`config.mk`:
```
export PLATFORM = sky130hd
export DESIGN_NAME = angle_stepper
export DESIGN_NICKNAME = d
export VERILOG_FILES = /design/src/rtl/tangram_ctrl_pkg.sv /design/src/rtl/circular_step.sv /design/src/rtl/angle_stepper.sv
export SDC_FILE = /design/constraint.sdc
export NUM_CORES = 1
export LEC_CHECK = 0
export CORE_UTILIZATION = 30
export CTS_CLUSTER_DIAMETER = 30
export DETAILED_ROUTE_END_ITERATION = 10
export HOLD_SLACK_MARGIN = 0.03
export MAX_ROUTING_LAYER = met4
export RECOVER_POWER = 25
export SYNTH_ARGS = -nofsm -noshare
export SYNTH_HDL_FRONTEND = slang
export SYNTH_SLANG_ARGS = --single-unit
```
`constraint.sdc`:
```
create_clock -name clk -period 3.16 [get_ports clk]
set_input_delay 0.79 -clock clk [delete_from_list [all_inputs] [get_ports clk]]
set_output_delay 0.79 -clock clk [all_outputs]
set_load 0.01 [all_outputs]
```
`src/rtl/tangram_ctrl_pkg.sv`:
```
// Shared types for the tangram piece controls: stepper FSM states and step direction.
// Supplies a fallback INT_BITS when the math constants header has not been included.
`ifndef INT_BITS
`define INT_BITS 16
`endif

package tangram_ctrl_pkg;

  typedef enum logic [1:0] {
    IDLE   = 2'd0,
    DELAY  = 2'd1,
    REPEAT = 2'd2
  } angle_step_state_e;

  typedef enum logic {
    DIR_INC = 1'b0,
    DIR_DEC = 1'b1
  } step_dir_e;

  function automatic int max_int(input int a, input int b);
    return (a > b) ? a : b;
  endfunction

endpackage

```
`src/rtl/circular_step.sv`:
```
// Wrap-around +1/-1 neighbours of a signed value inside [DW_BOUND, UP_BOUND].
module circular_step #(
  parameter int DATAW    = 16,
  parameter int DW_BOUND = -180,
  parameter int UP_BOUND = 179
) (
  input  logic signed [DATAW-1:0] in,
  output logic signed [DATAW-1:0] prev,
  output logic signed [DATAW-1:0] next
);

  localparam logic signed [DATAW-1:0] DW_V = DATAW'(DW_BOUND);
  localparam logic signed [DATAW-1:0] UP_V = DATAW'(UP_BOUND);
  localparam logic signed [DATAW-1:0] ONE  = DATAW'(1);

  // neighbours with wrap at either bound
  always_comb begin
    next = in + ONE;
    prev = in - ONE;
    if (in >= UP_V) begin
      next = DW_V;
    end else begin
      next = in + ONE;
    end
    if (in <= DW_V) begin
      prev = UP_V;
    end else begin
      prev = in - ONE;
    end
  end

endmodule

```
`src/rtl/angle_stepper.sv`:
```
// Rotation angle of the selected piece, stepped one degree per button press.
// Define ANGLE_STEPPER_REPEAT_EN to enable hold-to-repeat (DELAY/REPEAT states and counter).
module angle_stepper
  import tangram_ctrl_pkg::*;
#(
  parameter int DATAW         = `INT_BITS,
  parameter int DW_BOUND      = -180,
  parameter int UP_BOUND      = 179,
  parameter int RESET_VALUE   = 0,
  parameter int HOLD_CYCLES   = 25_000_000,
  parameter int REPEAT_CYCLES = 5_000_000
) (
  input  logic                    clk,
  input  logic                    rst_n,
  input  logic                    en,
  input  logic                    inc_btn,
  input  logic                    dec_btn,
  input  logic                    load,
  input  logic signed [DATAW-1:0] load_value,
  output logic signed [DATAW-1:0] angle,
  output logic                    changed
);

  localparam logic signed [DATAW-1:0] DW_V    = DATAW'(DW_BOUND);
  localparam logic signed [DATAW-1:0] UP_V    = DATAW'(UP_BOUND);
  localparam logic signed [DATAW-1:0] RESET_V = DATAW'(RESET_VALUE);

  if (HOLD_CYCLES < 1 || REPEAT_CYCLES < 1 ||
      RESET_VALUE < DW_BOUND || RESET_VALUE > UP_BOUND) begin : g_bad_cfg
    $error("angle_stepper: illegal parameter combination");
  end

  logic                    inc_q_r;
  logic                    dec_q_r;
  logic                    press_inc_s;
  logic                    press_dec_s;
  logic                    load_ok_s;
  logic                    step_s;
  step_dir_e               step_dir_s;
  logic signed [DATAW-1:0] prev_s;
  logic signed [DATAW-1:0] next_s;

  circular_step #(
    .DATAW   (DATAW),
    .DW_BOUND(DW_BOUND),
    .UP_BOUND(UP_BOUND)
  ) u_circular_step (
    .in  (angle),
    .prev(prev_s),
    .next(next_s)
  );

  // previous button levels; reset high so a button held through reset is not a press
  always_ff @(posedge clk or negedge rst_n) begin
    if (!rst_n) begin
      inc_q_r <= 1'b1;
      dec_q_r <= 1'b1;
    end else begin
      inc_q_r <= inc_btn;
      dec_q_r <= dec_btn;
    end
  end

  assign press_inc_s = en & inc_btn & ~inc_q_r & ~dec_btn;
  assign press_dec_s = en & dec_btn & ~dec_q_r & ~inc_btn;
  assign load_ok_s   = load & (load_value >= DW_V) & (load_value <= UP_V);

`ifdef ANGLE_STEPPER_REPEAT_EN
  localparam int              CNT_MAX   = max_int(HOLD_CYCLES, REPEAT_CYCLES);
  localparam int              CNTW      = $clog2(CNT_MAX + 1);
  localparam logic [CNTW-1:0] HOLD_LAST = CNTW'(HOLD_CYCLES - 1);
  localparam logic [CNTW-1:0] REP_LAST  = CNTW'(REPEAT_CYCLES - 1);
  localparam logic [CNTW-1:0] CNT_SAT   = CNTW'(CNT_MAX);

  angle_step_state_e state_r;
  angle_step_state_e state_s;
  step_dir_e         dir_r;
  logic [CNTW-1:0]   cnt_r;
  logic              cnt_clr_s;
  logic              held_s;

  assign held_s = en & ((dir_r == DIR_INC) ? (inc_btn & ~dec_btn) : (dec_btn & ~inc_btn));

  // state register
  always_ff @(posedge clk or negedge rst_n) begin
    if (!rst_n) begin
      state_r <= IDLE;
    end else begin
      state_r <= state_s;
    end
  end

  // latched direction and saturating hold/repeat counter
  always_ff @(posedge clk or negedge rst_n) begin
    if (!rst_n) begin
      dir_r <= DIR_INC;
      cnt_r <= {CNTW{1'b0}};
    end else begin
      if (state_r == IDLE && (press_inc_s || press_dec_s)) begin
        dir_r <= press_inc_s ? DIR_INC : DIR_DEC;
      end
      if (cnt_clr_s) begin
        cnt_r <= {CNTW{1'b0}};
      end else if (cnt_r != CNT_SAT) begin
        cnt_r <= cnt_r + CNTW'(1);
      end
    end
  end

  // next-state logic; a valid load always returns to IDLE
  always_comb begin
    state_s = state_r;
    case (state_r)
      IDLE: begin
        if (!load_ok_s && (press_inc_s || press_dec_s)) begin
          state_s = DELAY;
        end else begin
          state_s = IDLE;
        end
      end
      DELAY: begin
        if (load_ok_s || !held_s) begin
          state_s = IDLE;
        end else if (cnt_r >= HOLD_LAST) begin
          state_s = REPEAT;
        end else begin
          state_s = DELAY;
        end
      end
      REPEAT: begin
        if (load_ok_s || !held_s) begin
          state_s = IDLE;
        end else begin
          state_s = REPEAT;
        end
      end
      default: state_s = IDLE;
    endcase
  end

  // step request and counter clear
  always_comb begin
    step_s     = 1'b0;
    step_dir_s = dir_r;
    cnt_clr_s  = 1'b0;
    case (state_r)
      IDLE: begin
        if (!load_ok_s && (press_inc_s || press_dec_s)) begin
          step_s     = 1'b1;
          step_dir_s = press_inc_s ? DIR_INC : DIR_DEC;
          cnt_clr_s  = 1'b1;
        end else begin
          step_s = 1'b0;
        end
      end
      DELAY: begin
        if (!load_ok_s && held_s && cnt_r >= HOLD_LAST) begin
          step_s    = 1'b1;
          cnt_clr_s = 1'b1;
        end else begin
          step_s = 1'b0;
        end
      end
      REPEAT: begin
        if (!load_ok_s && held_s && cnt_r >= REP_LAST) begin
          step_s    = 1'b1;
          cnt_clr_s = 1'b1;
        end else begin
          step_s = 1'b0;
        end
      end
      default: begin
        step_s    = 1'b0;
        cnt_clr_s = 1'b1;
      end
    endcase
  end
`else
  // one step per press
  always_comb begin
    step_s     = 1'b0;
    step_dir_s = DIR_INC;
    if (press_inc_s || press_dec_s) begin
      step_s     = 1'b1;
      step_dir_s = press_inc_s ? DIR_INC : DIR_DEC;
    end else begin
      step_s = 1'b0;
    end
  end
`endif

  // angle register and change pulse; load wins over a step
  always_ff @(posedge clk or negedge rst_n) begin
    if (!rst_n) begin
      angle   <= RESET_V;
      changed <= 1'b0;
    end else if (load_ok_s) begin
      angle   <= load_value;
      changed <= 1'b1;
    end else if (step_s) begin
      angle   <= (step_dir_s == DIR_INC) ? next_s : prev_s;
      changed <= 1'b1;
    end else begin
      changed <= 1'b0;
    end
  end

endmodule

```
[After elaboration in Yosys (flattened, before gate mapping)]
Index checks and enable logic that the tools add are counted.
Cells by class
  reductions and logical operators: 2
  bitwise gates (word level): 12
  muxes and demuxes: 10
  $lt $le $gt $ge: 4
  $add $sub $neg: 2
Operators by type and width (count)
  $mux W16: 5
  $ge A16 B9 Y1 const B: 2
  $le A16 B9 Y1 const B: 2
  $add A16 B2 Y16 const B: 1
  $sub A16 B2 Y16 const B: 1
  $and A1 B1 Y1: 8
  $mux W1: 5
  $not A1 Y1: 4
  $reduce_bool A2 Y1: 1
  $logic_or A1 B1 Y1: 1
Word-level totals
  logic and storage cells: 34
  register bits: 19
  output and inout bits: 17

[Longest topological paths before layout]
Gate-level depths: netlist (run 1).
  depth in word-level cells: 8
  gate-level depth with buffers: 8
  gate-level depth less buffers: 8

[Hierarchy]
Synthesis (run 1) repeated with hierarchy kept, for this count alone.
Unflattened totals
  cells, all modules: 218
  area total of the unflattened synthesis: 2009.4 um^2
Modules (own cells, without submodules)
  angle_stepper: cells each 92, instances 1, area each 1149.9 um^2
  circular_step: cells each 126, instances 1, area each 859.6 um^2

[Worst setup path after synthesis (run 1)]
No wires, ideal clock.
  kind: input to register
  start point: in load_value[3]
  end point: reg angle[1]
  arrival: 2.250 ns
  cell stages on the path: 7
  path slack: 0.786 ns
  required time: 3.036 ns
  library setup time: 0.124 ns
  cell sequence: a211o_1 -> a21oi_1 -> or4_1 -> nand2_1 -> clkbuf_1 -> nor3_1 -> a211o_1
On the way
  longest elaborated chain between the ends: 4
  elaborated cells between the ends (all ways): 6
Ends and longest elaborated chain
  from (decl): RTL line angle_stepper.sv:19  | input logic signed [DATAW-1:0] load_value,
  $ge A16 B9 Y1: RTL line angle_stepper.sv:66  | assign load_ok_s = load & (load_value >= DW_V) & (load_value <= UP_V);
  $and A1 B1 Y1: RTL line angle_stepper.sv:66
  $and A1 B1 Y1 (*): RTL line angle_stepper.sv:66
  $mux W16 or $reduce_bool A2 Y1 (tied branches)
  to (signal assigned): RTL line angle_stepper.sv:198  | angle <= load_value;
  to (signal assigned): RTL line angle_stepper.sv:201  | angle <= (step_dir_s == DIR_INC) ? next_s : prev_s;
  to (decl): RTL line angle_stepper.sv:20  | output logic signed [DATAW-1:0] angle,
Mark *: on every way between the ends. The rest lies on a longest branch, timed or not.
A chain may end at the register's enable or synchronous reset.

[Final worst setup path (run 1)]
  start point: in inc_btn
  end point: reg angle[8]
On the way
  longest elaborated chain between the ends: 8
  elaborated cells between the ends (all ways): 13
Ends and longest elaborated chain
  from (decl): RTL line angle_stepper.sv:16  | input logic inc_btn,
  $and A1 B1 Y1 (3 in a row): RTL line angle_stepper.sv:64  | assign press_inc_s = en & inc_btn & ~inc_q_r & ~dec_btn;
  $mux W1 or $logic_or A1 B1 Y1 (tied branches): RTL line angle_stepper.sv:185, angle_stepper.sv:183
  $mux W1: RTL line angle_stepper.sv:183  | if (press_inc_s || press_dec_s) begin
  $mux W16: RTL line angle_stepper.sv:201
  $mux W16: RTL line angle_stepper.sv:200  | end else if (step_s) begin
  $mux W16: RTL line angle_stepper.sv:197  | end else if (load_ok_s) begin
Several ways; a longest one is shown, not always the timed one. The select of a mux whose other input is x is not followed.

==> results.md, run 1 <==
* Primary FF master, synth: dfrtp_1
* DR DRC count at 0
* WL per Instance at 17.3 um
* Clock Skew at 5.98 ps
* Fin Setup TNS at 0 ps
* Final Setup Violations at 0
* CTS clk-pin slew, worst paths at 80 ps
* Synthesized area at 1760 sq um
* Worst Setup Slack, final at 309 ps
* Gr ovfl total at 0
* Clock tree from TritonCTS: yes
* RSZ-0062 raised after global routing: no
* Placed Cells at 336
* Die Ht at 78.6 um
* Synth Area per Inst at 7.73 sq um
* HPWL after DPL at 4240 um
* Clock share of power at 14.9%
* Root Driver: clkbuf_8
* CP required at 3310 ps
* Commonest cells in the netlist: nand2_1 (23), o21ai_0 (23), dfrtp_1 (17)
* Gpl congestion at 0.958
* Nets at 294
* Final Hold Vio Count at 0
* Total CTS buffers at 3
* Core area at 5570 sq um
* N_diodes at 0
* H-Tree Depth at 1
* Chip width at 78.6 um
* Cell Int Power at 707 uW
* Largest area contributor in the netlist: dfrtp_1
* CTS max path bufs at 2
* Leak at 0.834 nW
* Pin count of the biggest net entering global routing at 19
* First-pass detailed-route iteration total at 5
* Final Critical Period at 2850 ps
* CP Launch Type: input port
* Post-CTS setup buffer count at 0
* Seq pwr share at 37.9%
* Worst-Skew Late Latency at 270 ps
* Gates resized, CTS repair at 0
* Post-synth EDFFs at 0
* CTS sink cnt at 19
* First-pass GRT wire length at 9630 um
* Seq/Total Area, Yosys at 27.1%
* Outcome: complete, no violations
* GR Util All Layers at 20.7%
* Layout cells sized above 1 at 10.4%
* Non-filler instance count after layout at 340
* DP Worst Slack at 128 ps
* Antenna Violating Nets Remaining at 0
* Synth top area cells: dfrtp_1 (24%), o21ai_0 (6.5%), xnor2_1 (5.0%), nand2_1 (4.9%), a21oi_1 (3.7%)
* Initial antenna violation count at 0
* Yosys top cell area share at 24.1%
* Routed wire length at 5870 um
* Max Clk Rate at 351 MHz
* Site row count at 27
* CP Class: input port to flip-flop
* Slew HR at 35.7%
* Worst Hold Class: flip-flop to flip-flop
* Yosys warnings at 0
* Final period utilization at 90.2%
* I/O pin cnt at 39
* Pwr per Cell Area at 537 nW/um^2
* Switching power at 539 uW
* Fillers at 590
* Post-synthesis register bit count at 19
* Final Max Slew Viols at 0
* Synth cell types at 55
* Max-Cap Viols at 0
* Iter 0 DRT Violations at 283
* Area Overhead vs Synth at 31.8%
* Worst-Margin Slew at 956 ps
* Critical Path AT at 3000 ps
* Final Hold Slack at 688 ps
* Mapped Cells at 228
* CTS Hold Bufs at 0
* Pwr Total at 1.25 mW
* Crit. End Element: flip-flop
* Initial Util at 31.6%
* Switching Share at 43.3%
* Via count at 2008
* Async SR Flop Fraction at 100%
* Net count after synthesis at 253
* Number of global-route vias before repair at 1855
* Port Buffer Count at 38
* Combinational fraction of design power at 47.2%
* R2r setup slk at 640 ps
* Vias per inst at 5.91
* Worst VDD drop at 0.207 mV
* Full die area at 6180 sq um
* Max FO, Critical Path at 7
## final timing paths
kind / end / from / cells after the start
max: angle[8] / inc_btn / 7
min: angle[7] / angle[7] / 2
max reg2reg: angle[14] / angle[0] / 8
min reg2reg: angle[7] / angle[7] / 2
max in group asynchronous: dec_q_r / rst_n / 2
min in group asynchronous: angle[1] / rst_n / 1
## logic make-up (layout without fill, tap and decap cells)
logic type      after synthesis  in the layout  share of synthesized area (%)
fa+ha+maj                     3              3                           2.13
simple gates                 91             91                           28.2
mux                           2              2                           1.21
flops                        19             19                           27.1
buf+inv                      23             63                           5.33
compound gates               77             77                           29.5
xor+xnor                     13             13                           6.46
## worst max-delay path: stages
cell and delay (ps):
dlygate4sd3_1 590, nor3b_1 380, nand2_1 300, a21o_1 230, a221o_1 330, o31ai_1 290, a31oi_1 80
## metrics by stage
step | utilization, % | cell area (sq um)
after CTS | 41.7 | 2320
after floorplan | - | 1760
after global placement | 40.8 | 2280
after global routing | 41.7 | 2320
final | 41.7 | 2320
after detailed placement | 40.8 | 2280
## power groups by stage
stage / Combinational (mW) / Sequential (mW) / Clock (mW)
finish: 0.588 / 0.472 / 0.186
global route: 0.644 / 0.490 / 0.203
CTS: 0.587 / 0.468 / 0.192
detailed placement: 0.580 / 0.472 / 0
global placement: 0.580 / 0.473 / 0
floorplan: 0.405 / 0.403 / 0
## registers in the layout, indices dropped and copies added (netlist names)
name	count
angle	16
changed	1
dec_q_r	1
inc_q_r	1
## per-layer routing
layer	track usage [%]	routed length, um	vias to the layer above
met5	-	0	-
met3	2.67	585	4
met2	30.6	2670	112
met1	29.2	2550	947
li1	-	-	945
met4	6.30	60	0
## cells in the final DEF (no fill, tap or decap), types with 3 or more instances in the layout
| cell type | count |
|---|---|
| a221o_1 | 3 |
| ha_1 | 3 |
| nor4_1 | 8 |
| nand4_1 | 5 |
| inv_1 | 7 |
| a211o_1 | 3 |
| nand3_1 | 6 |
| dlygate4sd3_1 | 3 |
| o21ai_0 | 23 |
| clkdlybuf4s50_1 | 35 |
| a211oi_1 | 3 |
| a21oi_1 | 13 |
| nor2b_1 | 3 |
| buf_4 | 14 |
| or4_1 | 3 |
| a31oi_1 | 5 |
| xor2_1 | 3 |
| nor3_1 | 10 |
| clkbuf_8 | 3 |
| o41ai_1 | 3 |
| nor3b_1 | 4 |
| nor2_1 | 16 |
| dfrtp_1 | 17 |
| xnor2_1 | 10 |
| nand2_1 | 23 |
## final cells by class
cell class | instances | area [sq um] | share of cell area (%)
Clock buffer | 3 | 41.3 | 1.78
Timing Repair Buffer | 52 | 485 | 20.9
Sequential cell | 19 | 478 | 20.6
Inverter | 7 | 26.3 | 1.13
Tap cell | 72 | 90.1 | 3.88
Clock inverter | 1 | 5.00 | 0.216
Multi-Input combinational cell | 186 | 1200 | 51.5
(Power assumes the default switching activity.)
==> inputs of run 2 (changes only) <==
--- a/config.mk
+++ b/config.mk
@@ -5,6 +5,7 @@
 export SDC_FILE = /design/constraint.sdc
 export NUM_CORES = 1
 export LEC_CHECK = 0
+export CORE_MARGIN = 2
 export CORE_UTILIZATION = 30
 export CTS_CLUSTER_DIAMETER = 30
 export DETAILED_ROUTE_END_ITERATION = 10
==> run 2 against run 1 <==
Against the previous run: clock power is essentially flat; hold slack better by 18 ps; via count fell by 1.3%; final area fell by 1.0%; first-iteration DRC count is 27% lower; cell count is 0.88% lower; non-clock buffer count is 3 lower; sequential power barely moved; register-to-register slack gained 60 ps; critical path depth did not move; die area up 5.2%; critical endpoint is now angle[4]; highest routed layer unchanged.
==> results.md, run 2 (synthesis gave the netlist of run 1 again) <==
* Outcome: complete, no violations
* Worst Hold Class: flip-flop to flip-flop
* Nets at 291
* Area Overhead vs Synth at 30.5%
* Worst VDD drop at 0.238 mV
* Max FO, Critical Path at 13
* Gates resized, CTS repair at 0
* Max Clk Rate at 350 MHz
* Clock tree from TritonCTS: yes
* Total CTS buffers at 3
* Initial antenna violation count at 0
* Placed Cells at 333
* Core area at 5570 sq um
* Fin util at 41.2%
* Non-filler instance count after layout at 337
* Full die area at 6500 sq um
* Slew HR at 28.2%
* H-Tree Depth at 1
* Pwr per Cell Area at 540 nW/um^2
* Vias per inst at 5.88
* Fillers at 572
* DR DRC count at 0
* Pwr Total at 1.24 mW
* Reg2Reg Depth at 6
* Routed wire length at 5700 um
* GR Util All Layers at 19.6%
* CTS clk-pin slew, worst paths at 70 ps
* Final Hold Vio Count at 0
* N_diodes at 0
* Post-CTS setup buffer count at 0
* Clock Skew at 13.2 ps
* CP Launch Type: input port
* Worst hold stages at 2
* Worst-Skew Late Latency at 270 ps
* I/O pin cnt at 39
* Antenna Violating Nets Remaining at 0
* First-pass GRT wire length at 9650 um
* CP required at 3320 ps
* Largest Register: angle
* Crit. End Element: flip-flop
* Max-Cap Viols at 0
* Iter 0 DRT Violations at 207
* Initial Util at 31.6%
* Final Max Slew Viols at 0
* CTS max path bufs at 2
* Layout cells sized above 1 at 9.06%
* Die Ht at 80.6 um
* Via count at 1982
* Fin Setup TNS at 0 ps
* CTS sink cnt at 19
* Worst-Margin Slew at 1080 ps
* Gpl congestion at 0.922
* Leak at 0.811 nW
* CTS Hold Bufs at 0
* Max reg flops at 16
* Final Setup Violations at 0
* Final Hold Slack at 706 ps
* Commonest non-fill, non-tap cells in the layout: clkdlybuf4s50_1 (36), o21ai_0 (23), nand2_1 (23)
* Number of global-route vias before repair at 1900
* Port Buffer Count at 38
* Final period utilization at 90.4%
* Site row count at 27
* Pin count of the biggest net entering global routing at 20
* Gr ovfl total at 0
* Root Driver: clkbuf_8
* CP Class: input port to flip-flop
* WL per Instance at 16.9 um
* Critical Path AT at 3020 ps
* Chip width at 80.6 um
* RSZ-0062 raised after global routing: no
* First-pass detailed-route iteration total at 4
* Most common cell after layout, fill and taps aside: clkdlybuf4s50_1
* Final Critical Period at 2860 ps
* HPWL after DPL at 4200 um
## run 2: cell count changes in the layout (fill, tap and decap cells not counted)
cell and change:
buf_4 -4, dlygate4sd3_1 -1, clkinvlp_4 +1, clkbuf_1 +1, clkinv_2 -1, clkdlybuf4s50_1 +1
## run 2: layout make-up
class	count	area (sq um)	area share (%)
sequential	19	478	20.8
clock buffer	3	41.3	1.80
timing repair buffer	49	459	20.0
multi-input combinational	186	1200	52.0
clock inverter	1	7.51	0.327
tap	72	90.1	3.92
inverter	7	26.3	1.14
## run 2: through the flow
step | worst slack (ps) | area (sq um)
floorplan | 786 | 1760
global placement | 63.7 | 2250
detailed placement | 24.8 | 2250
CTS | 309 | 2300
global route | 138 | 2300
finish | 303 | 2300
## run 2: path summary, 6_finish.rpt
kind	from	end	slack, ps
max	load_value[3]	angle[4]	300
min	angle[7]	angle[7]	710
max reg2reg	angle[10]	angle[4]	700
min reg2reg	angle[7]	angle[7]	710
max in group asynchronous	rst_n	angle[7]	1280
min in group asynchronous	rst_n	angle[0]	1230
## run 2: power by group
group / switching (mW) / internal (mW) / total, mW
clock network: 0.0949 / 0.0892 / 0.184
logic: 0.274 / 0.313 / 0.587
registers: 0.167 / 0.304 / 0.471
total: 0.536 / 0.706 / 1.24
## run 2: critical path: stages
cell,delay (ps)
clkdlybuf4s50_1,460
a211o_1,310
a21oi_1,220
or4_1,230
nand2_1,300
or4_1,610
o311ai_1,100
## run 2: layer usage
layer | part of all wire, % | global-route usage (%) | wire length (um)
met3 | 8.2 | 3.71 | 470
met2 | 44 | 29.5 | 2540
met4 | 0.47 | 3.39 | 27
met5 | 0 | - | 0
met1 | 47 | 27.8 | 2670
==> inputs of run 3 (changes only) <==
--- a/config.mk
+++ b/config.mk
@@ -12,6 +12,8 @@
 export HOLD_SLACK_MARGIN = 0.03
 export MAX_ROUTING_LAYER = met4
 export RECOVER_POWER = 25
+export SKIP_LAST_GASP = 1
 export SYNTH_ARGS = -nofsm -noshare
 export SYNTH_HDL_FRONTEND = slang
+export SYNTH_HIERARCHICAL = 1
 export SYNTH_SLANG_ARGS = --single-unit
==> run 3 against run 2 <==
Against the previous run: critical path depth decreased by 2; global-route usage is 3.9 points lower; first-iteration DRC count shrank 48%; register-to-register slack got worse by 190 ps; clock power hardly changed; routed wire length is 8.1% lower; clock skew down 3.9 ps; synthesized area up 14%; critical path type unchanged; sequential power rose by 10%; via count fell by 12%; cell count down 1.2%; highest routed layer unchanged.
==> results.md, run 3 <==
* Outcome: complete, no violations
* Commonest cells in the netlist: mux2_2 (27), nand2_1 (19), dfrtp_1 (17)
* Max reg flops at 16
* Critical Path, Cell by Cell: dlygate4sd3_1 -> and4bb_1 -> mux2_2 -> mux2_2 -> mux2_2
* Seq pwr share at 26.8%
* Pwr per Cell Area at 769 nW/um^2
* Largest area contributor in the netlist: dfrtp_1
* Worst VDD drop at 0.315 mV
* Total CTS buffers at 3
* I/O pin cnt at 39
* Post-synth EDFFs at 0
* Largest Register: angle
* CTS Hold Bufs at 0
* Final Hold Vio Count at 0
* Synth cell types at 52
* Post-CTS setup buffer count at 0
* CTS clk-pin slew, worst paths at 90 ps
* Most common cell after layout, fill and taps aside: clkdlybuf4s50_1
* Final Setup Violations at 0
* Routed wire length at 5240 um
* Seq/Total Area, Yosys at 23.8%
* Final period utilization at 86.3%
* Gr ovfl total at 0
* Antenna Violating Nets Remaining at 0
* Worst-Skew Late Latency at 270 ps
* H-Tree Depth at 1
* Root Driver: clkbuf_8
* DR DRC count at 0
* Primary FF master, synth: dfrtp_1
* Gpl congestion at 0.870
* CP required at 3310 ps
* HPWL after DPL at 3840 um
* Switching Share at 44.1%
* First-pass detailed-route iteration total at 4
* Final Critical Period at 2730 ps
* First-pass GRT wire length at 9050 um
* CTS max path bufs at 2
* Worst-Margin Slew at 1140 ps
* Crit path max-delay cell type: and4bb_1
* Max FO, Critical Path at 9
* Number of global-route vias before repair at 1757
* Leak at 0.887 nW
* CP Class: input port to flip-flop
* Non-filler instance count after layout at 333
* N_diodes at 0
* Clock share of power at 9.6%
* Switching power at 850 uW
* Synth Area per Inst at 9.22 sq um
* Synthesized area at 2010 sq um
* Initial antenna violation count at 0
* Combinational fraction of design power at 63.5%
* WL per Instance at 15.7 um
* Max-Cap Viols at 0
* Clock Skew at 9.27 ps
* Max Clk Rate at 367 MHz
* Yosys top cell area share at 21.2%
* GR Util All Layers at 15.7%
* Net count after synthesis at 242
* Count leader, synth: mux2_2
* Synth top area cells: dfrtp_1 (21%), mux2_2 (15%), xnor2_1 (5.7%), nand2_1 (3.5%), mux2i_1 (3.5%)
* Die Ht at 85.8 um
* Site row count at 29
* Async SR Flop Fraction at 100%
* Via count at 1738
* Post-synthesis register bit count at 19
* Iter 0 DRT Violations at 107
* Worst Hold Class: flip-flop to flip-flop
* Initial Util at 31.3%
* Gates resized, CTS repair at 0
* CTS sink cnt at 19
* Pin count of the biggest net entering global routing at 20
* Port Buffer Count at 38
* Yosys warnings at 6
* CP most frequent cell: mux2_2
* Final Max Slew Viols at 0
* Area Overhead vs Synth at 25.0%
* Commonest non-fill, non-tap cells in the layout: clkdlybuf4s50_1 (35), mux2_2 (27), nand2_1 (19)
* Full die area at 7370 sq um
* Placed Cells at 329
* RSZ-0062 raised after global routing: no
* Clock tree from TritonCTS: yes
* Critical Path AT at 2880 ps
* Layout cells sized above 1 at 25.8%
* Nets at 281
* Crit. End Element: flip-flop
* Core area at 6420 sq um
* CP Launch Type: input port
* CP max stage delay at 590 ps
* Cell Int Power at 1.08 mW
* Pwr Total at 1.93 mW
* Fin Setup TNS at 0 ps
* Vias per inst at 5.22
* Chip width at 85.8 um
* Fillers at 640
* Mapped Cells at 218
* Slew HR at 24.1%
## run 3: cell types whose count changed after synthesis, sizes merged, moves of 5 or more
cell,before,now
clkbuf,15,2
and2,1,6
buf,1,14
mux2i,1,7
mux2,1,31
a21oi,13,4
xor2,3,8
o21ai,25,12
nor3,10,4
## run 3: power groups by stage
stage	clock network, mW	logic [mW]	registers (mW)
2_1_floorplan	0	0.823	0.517
3_3_place_gp	0	1.21	0.521
3_5_place_dp	0	1.23	0.523
4_1_cts	0.193	1.23	0.519
5_1_grt	0.200	1.36	0.544
6_report	0.186	1.23	0.518
## run 3: through the flow
step / area [sq um] / hold WS, ps / setup slack (ps) / utilization (%)
floorplan: 2010 / 494 / 700 / -
global placement: 2470 / 708 / 336 / 38.4
detailed placement: 2470 / 709 / 276 / 38.4
CTS: 2510 / 729 / 493 / 39.2
global route: 2510 / 794 / 378 / 39.1
finish: 2510 / 734 / 432 / 39.1
## run 3: path summary, 6_finish.rpt
kind                       startpoint  slack, ps         to  cells past startpoint
min in group asynchronous       rst_n       1250   angle[8]                      2
max                           inc_btn        430   angle[5]                      5
max reg2reg                  angle[1]        510   angle[5]                      9
max in group asynchronous       rst_n       1220   angle[2]                      2
min reg2reg                 angle[13]        730  angle[13]                      2
min                         angle[13]        730  angle[13]                      2
## run 3: cell type report
cell class | count | area [sq um] | area share (%)
Inverter | 5 | 18.8 | 0.747
Clock buffer | 3 | 41.3 | 1.64
Multi-Input combinational cell | 178 | 1410 | 56.0
Timing Repair Buffer | 50 | 467 | 18.6
Tap cell | 77 | 96.3 | 3.84
Clock inverter | 1 | 5.00 | 0.199
Sequential cell | 19 | 478 | 19.0
## run 3: cell families after synthesis
group	count (synthesis)	synth area share [%]
xor+xnor	21	9.15
mux	38	21.6
compound gates	30	12.0
buf+inv	21	6.29
simple gates	87	26.0
flops	19	23.8
fa+ha+maj	2	1.25
## run 3: critical path: cells and delay by family
kind,cells,cell delay (ps)
muxes,3,910
buffers and inverters,1,580
and+or+nand+nor,1,590
## run 3: layer usage
metal	vias up	track usage, %	part of all wire [%]
met5	-	-	0
met4	0	3.90	0.55
met3	2	1.54	3.3
met2	32	25.6	49
met1	838	21.2	47
li1	866	-	-
